$ cat src/rtl/fifo_arb_pkg.sv
// Purpose: shared types and default sizing for the FIFO write-side arbiter.
// Latency: n/a (declarations only).
// Backpressure: n/a (declarations only).
// Contents: arb_state_t FSM encoding, default requester count, word width and burst cap.
package fifo_arb_pkg;

   typedef enum logic {
      IDLE  = 1'b0,
      BURST = 1'b1
   } arb_state_t;

   localparam int ARB_NREQ     = 4;
   localparam int ARB_DSIZE    = 8;
   localparam int ARB_MAXBURST = 8;

endpackage

$ cat src/rtl/fifo_wr_arbiter_rr_pick.sv
// Purpose: round-robin selector, first set request at or after ptr (mod NREQ).
// Latency: purely combinational.
// Backpressure: none; evaluates every cycle.
// Ports: req (request vector), ptr (search start index), pick (one-hot winner),
//        found (any request set).
module rr_pick
   import fifo_arb_pkg::*;
#(
   parameter int NREQ = ARB_NREQ,
   parameter int PW   = (NREQ > 1) ? $clog2(NREQ) : 1
) (
   input  logic [NREQ-1:0] req,
   input  logic [PW-1:0]   ptr,
   output logic [NREQ-1:0] pick,
   output logic            found
);

   logic [PW-1:0] idx;

   // Walk NREQ positions starting at ptr; the first hit wins and masks the rest.
   always_comb begin
      pick  = '0;
      found = 1'b0;
      idx   = '0;
      for (int k = 0; k < NREQ; k++) begin
         idx = PW'((int'(ptr) + k) % NREQ);
         if (!found && req[idx]) begin
            pick[idx] = 1'b1;
            found     = 1'b1;
         end
      end
   end

endmodule

$ cat src/rtl/fifo_wr_arbiter.sv
// Purpose: round-robin burst arbiter muxing NREQ write requesters onto one FIFO write port.
// Latency: grant 1 cycle after request seen in IDLE; data path is combinational (no stage).
// Backpressure: wfull stalls the granted requester via req_ready; grant and beat count hold.
// Ports: wclk/wrst (clock, sync active-high reset); req_valid/req_data/req_last/req_ready
//        (per-requester handshake); wfull/winc/wdata (FIFO write side); gnt/busy (status).
module fifo_wr_arbiter
   import fifo_arb_pkg::*;
#(
   parameter int NREQ     = ARB_NREQ,
   parameter int DSIZE    = ARB_DSIZE,
   parameter int MAXBURST = ARB_MAXBURST
) (
   input  logic                  wclk,
   input  logic                  wrst,
   input  logic [NREQ-1:0]       req_valid,
   input  logic [NREQ*DSIZE-1:0] req_data,
   input  logic [NREQ-1:0]       req_last,
   output logic [NREQ-1:0]       req_ready,
   input  logic                  wfull,
   output logic                  winc,
   output logic [DSIZE-1:0]      wdata,
   output logic [NREQ-1:0]       gnt,
   output logic                  busy
);

   localparam int PW = (NREQ > 1) ? $clog2(NREQ) : 1;
   localparam int BW = $clog2(MAXBURST + 1);

   arb_state_t      state_q, state_nxt;
   logic [NREQ-1:0] gnt_q;
   logic [PW-1:0]   rr_ptr_q;
   logic [BW-1:0]   beat_q;

   logic [NREQ-1:0] pick;
   logic            found;
   logic [PW-1:0]   pick_idx;
   logic [PW-1:0]   next_ptr;
   logic [BW-1:0]   beat_nxt;
   logic            xfer;
   logic            burst_end;

   rr_pick #(
      .NREQ (NREQ),
      .PW   (PW)
   ) u_rr_pick (
      .req   (req_valid),
      .ptr   (rr_ptr_q),
      .pick  (pick),
      .found (found)
   );

   // Binary index of the winner so the pointer can move one past it.
   always_comb begin
      pick_idx = '0;
      for (int i = 0; i < NREQ; i++) begin
         if (pick[i]) pick_idx = PW'(i);
      end
      next_ptr = (pick_idx == PW'(NREQ - 1)) ? '0 : pick_idx + 1'b1;
   end

   // State and grant bookkeeping.
   always_ff @(posedge wclk) begin
      if (wrst) begin
         state_q  <= IDLE;
         gnt_q    <= '0;
         rr_ptr_q <= '0;
         beat_q   <= '0;
      end else begin
         state_q <= state_nxt;
         if (state_q == IDLE) begin
            if (found) begin
               gnt_q    <= pick;
               rr_ptr_q <= next_ptr;
               beat_q   <= '0;
            end
         end else if (burst_end) begin
            gnt_q  <= '0;
            beat_q <= '0;
         end else if (xfer) begin
            beat_q <= beat_nxt;
         end
      end
   end

   // Next-state: a burst is locked until its last beat or the beat cap.
   always_comb begin
      state_nxt = state_q;
      case (state_q)
         IDLE:    if (found)     state_nxt = BURST;
         BURST:   if (burst_end) state_nxt = IDLE;
         default:                state_nxt = IDLE;
      endcase
   end

   // Outputs. Everything that can move a word is also gated by wrst so nothing
   // leaks out during the reset cycle even if a grant is still registered.
   always_comb begin
      busy      = (state_q == BURST);
      gnt       = gnt_q;
      req_ready = (busy && !wrst && !wfull) ? gnt_q : '0;
      xfer      = busy && !wrst && !wfull && (|(req_valid & gnt_q));
      winc      = xfer;
      wdata     = '0;
      if (!wrst) begin
         for (int i = 0; i < NREQ; i++) begin
            if (gnt_q[i]) wdata = req_data[i*DSIZE +: DSIZE];
         end
      end
      beat_nxt  = beat_q + 1'b1;
      burst_end = xfer && ((|(req_last & gnt_q)) || (beat_nxt == BW'(MAXBURST)));
   end

endmodule

$ cat config.mk
export PLATFORM = sky130hd
export DESIGN_NAME = fifo_wr_arbiter
export DESIGN_NICKNAME = d
export VERILOG_FILES = /design/src/rtl/fifo_arb_pkg.sv /design/src/rtl/fifo_wr_arbiter_rr_pick.sv /design/src/rtl/fifo_wr_arbiter.sv
export SDC_FILE = /design/constraint.sdc
export NUM_CORES = 1
export LEC_CHECK = 0
export CAP_MARGIN = 20
export CORE_MARGIN = 2
export CORE_UTILIZATION = 25
export DETAILED_ROUTE_END_ITERATION = 6
export SYNTH_ARGS = -nofsm -noshare
export SYNTH_HDL_FRONTEND = slang
export SYNTH_HIERARCHICAL = 1
export SYNTH_SLANG_ARGS = --single-unit
$ cat constraint.sdc
create_clock -name wclk -period 3.07 [get_ports wclk]
set_clock_uncertainty 0.15 [all_clocks]
set_input_delay 0.4605 -clock wclk [delete_from_list [all_inputs] [get_ports wclk]]
set_output_delay 0.4605 -clock wclk [all_outputs]
set_load 0.01 [all_outputs]
==> key figures, run 1 <==
Outcome
  • Status: finished clean

Global route
  • Pin count of the biggest net entering global routing: 22
  • Number of global-route vias before repair: 1496
  • Total gr overflow: 0
  • Initial antenna violation count: 0
  • First-pass GRT wire length: 6930 um
  • Gr usage total: 12.9%

STA
  • Post-route minimum period: 2750 ps
  • Final Slew Violations: 0
  • Worst-margin pin slew: 616 ps
  • F_max: 0.364 GHz
  • Final setup violating endpoints: 0
  • Final worst slack: 321 ps
  • Endpoints failing hold: 0
  • Worst hold margin: 366 ps
  • Period utilization: 89.6%
  • Worst rel slew slack: 58.9%
  • Setup tns final: 0 ps
  • RSZ-0062 raised after global routing: no

Synthesis
  • EDFF count, synth: 0
  • Async SR Flop Fraction: 0%
  • Compound-Gate Fraction of Synth Area: 34.5%
  • YS warnings: 6
  • Synthesized area: 0.00143 mm^2
  • Seq/Total Area, Yosys: 15.5%
  • Xor and xnor fraction of the mapped netlist area: 0%
  • Mux cell area share after synthesis: 9.57%
  • Mean Syn Cell Area: 8.05 um^2
  • Syn Inst Count: 177
  • Synth cell types: 47
  • Simple-gate share of the synthesized area: 25.6%
  • Adder-cell share of the synthesized area: 6.15%
  • Synth Flop Type: dfxtp_1
  • Main combinational cell family by area after synthesis: compound AO/OA/AOI/OAI gates
  • Register bit total from synthesis: 11
  • Syn nets: 227

Floorplan
  • Die span in x: 79.5 um
  • Initial core utilization: 25.9%
  • Die H: 79.5 um
  • Placement Rows: 27
  • Die Area: 0.00632 mm^2
  • Num ports: 61
  • Core Region: 0.00551 mm^2

Critical path
  • R2r setup slk: 640 ps
  • Endpoint class of the critical path: output pin
  • R2R cell count: 10
  • Crit-path max FO: 10
  • Critical Path RT: 2460 ps
  • R2R Path Start: rr_ptr_q[0]
  • Arrival @ worst endpoint: 2140 ps
  • Worst R2R End: rr_ptr_q[0]
  • Worst setup path start: req_valid[2]
  • Critical path type: in -> out
  • Crit start category: input pin

Power
  • Max VDD drop: 0.135 mV
  • PwrDens: 446 mW/mm^2
  • Lkg Pwr: 0.772 nW
  • Power Total: 0.956 mW

CTS
  • CTS clk-pin slew, worst paths: 50 ps
  • CTS tree: yes
  • CTS Hold Bufs: 0
  • Htree depth: 1
  • Cts repair resizes: 0
  • Skew-Pair Late Insertion Delay: 240 ps
  • Clock Path Buffers: 2
  • TritonCTS Buffers: 3
  • Clock root cell: clkbuf_8
  • TritonCTS Sinks: 11
  • Setup Fix Bufs, Post-CTS: 0

Final layout
  • Fraction of layout cells with a size suffix above 1: 11.9%
  • Antenna Cells: 0
  • Final core area utilization: 39.0%
  • Area growth syn-to-layout: 50.6%
  • Nets: 286
  • Non-Filler Instances: 307
  • Finished Cell Area: 0.00215 mm^2
  • Fill count: 564

Drt
  • Drt total wl: 4020 um
  • Avg WL per Cell: 13.1 um
  • Detailed Routing Iterations Pass 1: 4
  • Routed via count: 1529
  • Vias per cell: 4.98
  • Detailed Route Iter0 Violations: 89
  • DRC Markers: 0
  • Antenna Violating Nets Remaining: 0

Placement
  • PortBufs: 60
  • Area after DPL: 0.00210 mm^2
  • Pre-CTS setup slack: 254 ps
  • Routability cong.: 0.886
  • DPL Wire Length: 3160 um
  • Post-Place Cells: 303

Min path
  • Hold Path Cell Cnt: 1
  • Hold Crit Start: beat_q[0]
  • Hold Crit Class: reg -> reg
  • Worst Hold End: beat_q[0]

Run
  • Number of max-cap violations: 0
## cell families after synthesis
group / Yosys count
flip-flops: 11
AND/OR/NAND/NOR: 62
adder cells (fa/ha/maj): 7
multiplexers: 12
AO/OA/AOI/OAI: 57
buffers and inverters: 28
## report_power, final
group          leakage, nW  switching (mW)  total, mW  internal [mW]
Combinational        0.659           0.305      0.622          0.317
Sequential          0.0900          0.0279      0.190          0.162
Clock               0.0228          0.0531      0.144         0.0911
Total                0.772           0.386      0.956          0.570
## synth_stat cells, types with 3 or more instances
cell type / count / area share (%)
inv_1: 15 / 4.0
a21oi_1: 10 / 3.5
a221oi_1: 8 / 4.9
dfxtp_1: 11 / 15
mux2i_1: 8 / 5.6
o22ai_1: 6 / 2.6
mux2_2: 3 / 2.4
buf_2: 5 / 1.8
ha_1: 7 / 6.1
o21ai_1: 3 / 1.1
nand2_1: 13 / 3.4
nor2_1: 11 / 2.9
o2bb2ai_1: 4 / 2.5
nor3_1: 5 / 1.8
clkbuf_1: 4 / 1.1
a211o_1: 8 / 4.9
nand3_1: 3 / 1.1
nand3b_1: 7 / 3.7
nand2b_1: 5 / 2.2
and2_1: 4 / 1.8
## final cells by class
class | count | area, um^2 | share of cell area [%]
Tap cell | 72 | 90.1 | 4.20
Sequential cell | 11 | 220 | 10.3
Multi-Input combinational cell | 138 | 1080 | 50.4
Timing Repair Buffer | 67 | 653 | 30.4
Inverter | 15 | 56.3 | 2.62
Clock buffer | 4 | 45.0 | 2.10
## worst max-delay path by stage
stage / endpoint / slack [ps] / depth (start not counted)
4_1_cts: winc / 320 / 4
3_5_place_dp: rr_ptr_q[0] / 250 / 9
2_1_floorplan: rr_ptr_q[0] / 520 / 11
5_1_grt: winc / 180 / 4
6_report: winc / 320 / 4
3_3_place_gp: rr_ptr_q[0] / 290 / 9
## worst max-delay path, stage by stage
cell and delay [ps]:
clkdlybuf4s50_1 670, a22oi_2 160, a21boi_4 260, clkdlybuf4s50_1 580
## registers in the layout, indices dropped and copies added, names as in the netlist
| signal | cells |
|---|---|
| rr_ptr_q | 2 |
| beat_q | 4 |
| gnt | 4 |
| busy | 1 |
## cells in the final DEF, fill, tap and decap left out, drive strengths merged, types with 2 or more instances in the layout
cell type | Yosys | final
buf | 8 | 7
mux2i | 8 | 8
o211ai | 2 | 2
ha | 7 | 7
nand2 | 13 | 13
a211o | 8 | 8
a221oi | 10 | 10
dfxtp | 11 | 11
mux2 | 3 | 3
nand3b | 7 | 7
o21ai | 3 | 3
a22oi | 2 | 2
a21oi | 10 | 10
and2 | 4 | 4
nor3 | 5 | 5
nor2b | 2 | 2
nand4b | 2 | 2
a21boi | 3 | 3
nand3 | 4 | 4
o2bb2ai | 4 | 4
nor2 | 12 | 12
clkdlybuf4s50 | 0 | 60
clkbuf | 5 | 4
inv | 15 | 15
o22ai | 7 | 7
a211oi | 2 | 2
a31o | 2 | 2
nand2b | 5 | 5
nand4 | 2 | 2
a22o | 2 | 2
## metal layers
layer	vias to the layer above	wire length [um]	global-route usage, %	part of all wire, %
met5	-	0	0	0
met4	0	54	1.72	1.3
met3	4	174	2.26	4.3
met2	36	1960	22.1	49
met1	706	1830	17.4	46
li1	783	-	-	-
Power figures use the tool's default switching activity.
==> run 2: changes to the inputs <==
Settings changed: CORE_MARGIN 2 to 5, HOLD_SLACK_MARGIN set to 0.02.
==> key figures, run 2 (synthesized netlist as in run 1, its figures left out) <==
Critical path
  • Crit-path max FO: 14
  • Critical Path RT: 2460 ps
  • Crit start category: flop
  • Arrival @ worst endpoint: 2170 ps
  • Critical path type: reg -> out
  • Endpoint class of the critical path: output pin

Drt
  • M1 WL: 1880 um
  • Detailed Route Iter0 Violations: 105
  • Vias per cell: 4.89
  • Detailed Routing Iterations Pass 1: 4
  • Routed via count: 1500
  • Antenna Violating Nets Remaining: 0
  • Met2 WL: 2070 um
  • Met3 WL post-DR: 212 um
  • DRC Markers: 0
  • Avg WL per Cell: 13.6 um
  • DR top layer: met4
  • Drt total wl: 4170 um

Floorplan
  • Num ports: 61
  • Die span in x: 85.5 um
  • Initial core utilization: 25.7%
  • Die Area: 0.00731 mm^2
  • Core Region: 0.00554 mm^2
  • Die H: 85.5 um
  • Placement Rows: 27

Placement
  • Post-Place Cells: 303
  • Area after DPL: 0.00210 mm^2
  • DPL Wire Length: 3290 um
  • Routability cong.: 0.804
  • PortBufs: 60

CTS
  • CTS Hold Bufs: 0
  • TritonCTS Buffers: 3
  • Setup Fix Bufs, Post-CTS: 0
  • CTS clk-pin slew, worst paths: 50 ps
  • Htree depth: 1
  • Clock Path Buffers: 2
  • Clock root cell: clkbuf_8
  • Skew-Pair Late Insertion Delay: 230 ps
  • Cts repair resizes: 0
  • TritonCTS Sinks: 11
  • CTS tree: yes

Global route
  • Pin count of the biggest net entering global routing: 22
  • First-pass GRT wire length: 6800 um
  • Number of global-route vias before repair: 1463
  • Gr usage total: 11.3%
  • Initial antenna violation count: 0
  • Total gr overflow: 0

Power
  • Power Total: 0.954 mW
  • Lkg Pwr: 0.774 nW
  • Max VDD drop: 0.151 mV
  • PwrDens: 444 mW/mm^2

Final layout
  • Most frequent cells in the layout: clkdlybuf4s50_1, inv_1, nand2_1
  • Area growth syn-to-layout: 50.7%
  • Finished Cell Area: 0.00215 mm^2
  • Commonest non-fill, non-tap cell in the layout: clkdlybuf4s50_1
  • Fraction of layout cells with a size suffix above 1: 12.3%
  • Fill count: 569
  • Non-Filler Instances: 307
  • Antenna Cells: 0
  • Final core area utilization: 38.8%
  • Nets: 286

STA
  • Worst-margin pin slew: 757 ps
  • Period utilization: 90.6%
  • Final Slew Violations: 0
  • Setup tns final: 0 ps
  • Post-route minimum period: 2780 ps
  • RSZ-0062 raised after global routing: no
  • Endpoints failing hold: 0
  • F_max: 0.359 GHz
  • Final setup violating endpoints: 0
  • Worst rel slew slack: 49.4%

Run
  • Number of max-cap violations: 0

Outcome
  • Status: finished clean

Min path
  • Hold Crit Class: reg -> reg
## run 2: changes by cell type in the layout (fill, tap and decap cells not counted), sizes merged
cell,change
clkinv,+1
clkbuf,-1
## run 2: power breakdown
| part | internal (mW) | switching (mW) |
|---|---|---|
| registers | 0.162 | 0.0455 |
| logic | 0.315 | 0.289 |
| clock network | 0.0891 | 0.0540 |
| total | 0.566 | 0.388 |
## run 2: worst max-delay path, stage by stage, from the launching register on
cell and delay [ps]:
dfxtp_1 470, nor2b_1 190, buf_4 180, a221oi_1 80
a211o_1 300, a21oi_1 140, clkdlybuf4s50_1 570
## run 2: metrics by stage
stage	setup WS, ps	hold WS (ps)
3_3_place_gp	332	359
5_1_grt	97.5	383
4_1_cts	261	370
2_1_floorplan	521	339
3_5_place_dp	305	360
6_report	287	368
## run 2: final cells by class
class                      count  area (um^2)  area share [%]
multi-input combinational    138         1080            50.3
timing repair buffer          67          653            30.4
sequential                    11          220            10.3
tap                           72         90.1            4.20
inverter                      15         56.3            2.62
clock buffer                   3         41.3            1.92
clock inverter                 1         5.00           0.233
## run 2: final timing paths
path,from,endpoint,slack [ps],cells after the start
worst max-delay path,gnt[1],wdata[5],290,6
worst min register to register,beat_q[0],beat_q[0],370,1
worst max register to register,rr_ptr_q[0],rr_ptr_q[0],610,10
worst min-delay path,beat_q[0],beat_q[0],370,1
## run 2: metal layers
layer  vias to the layer above  track usage (%)
met3                         2             3.27
met1                       682             14.2
met2                        35             19.4
li1                        781                -
met5                         -                0
met4                         0             1.87
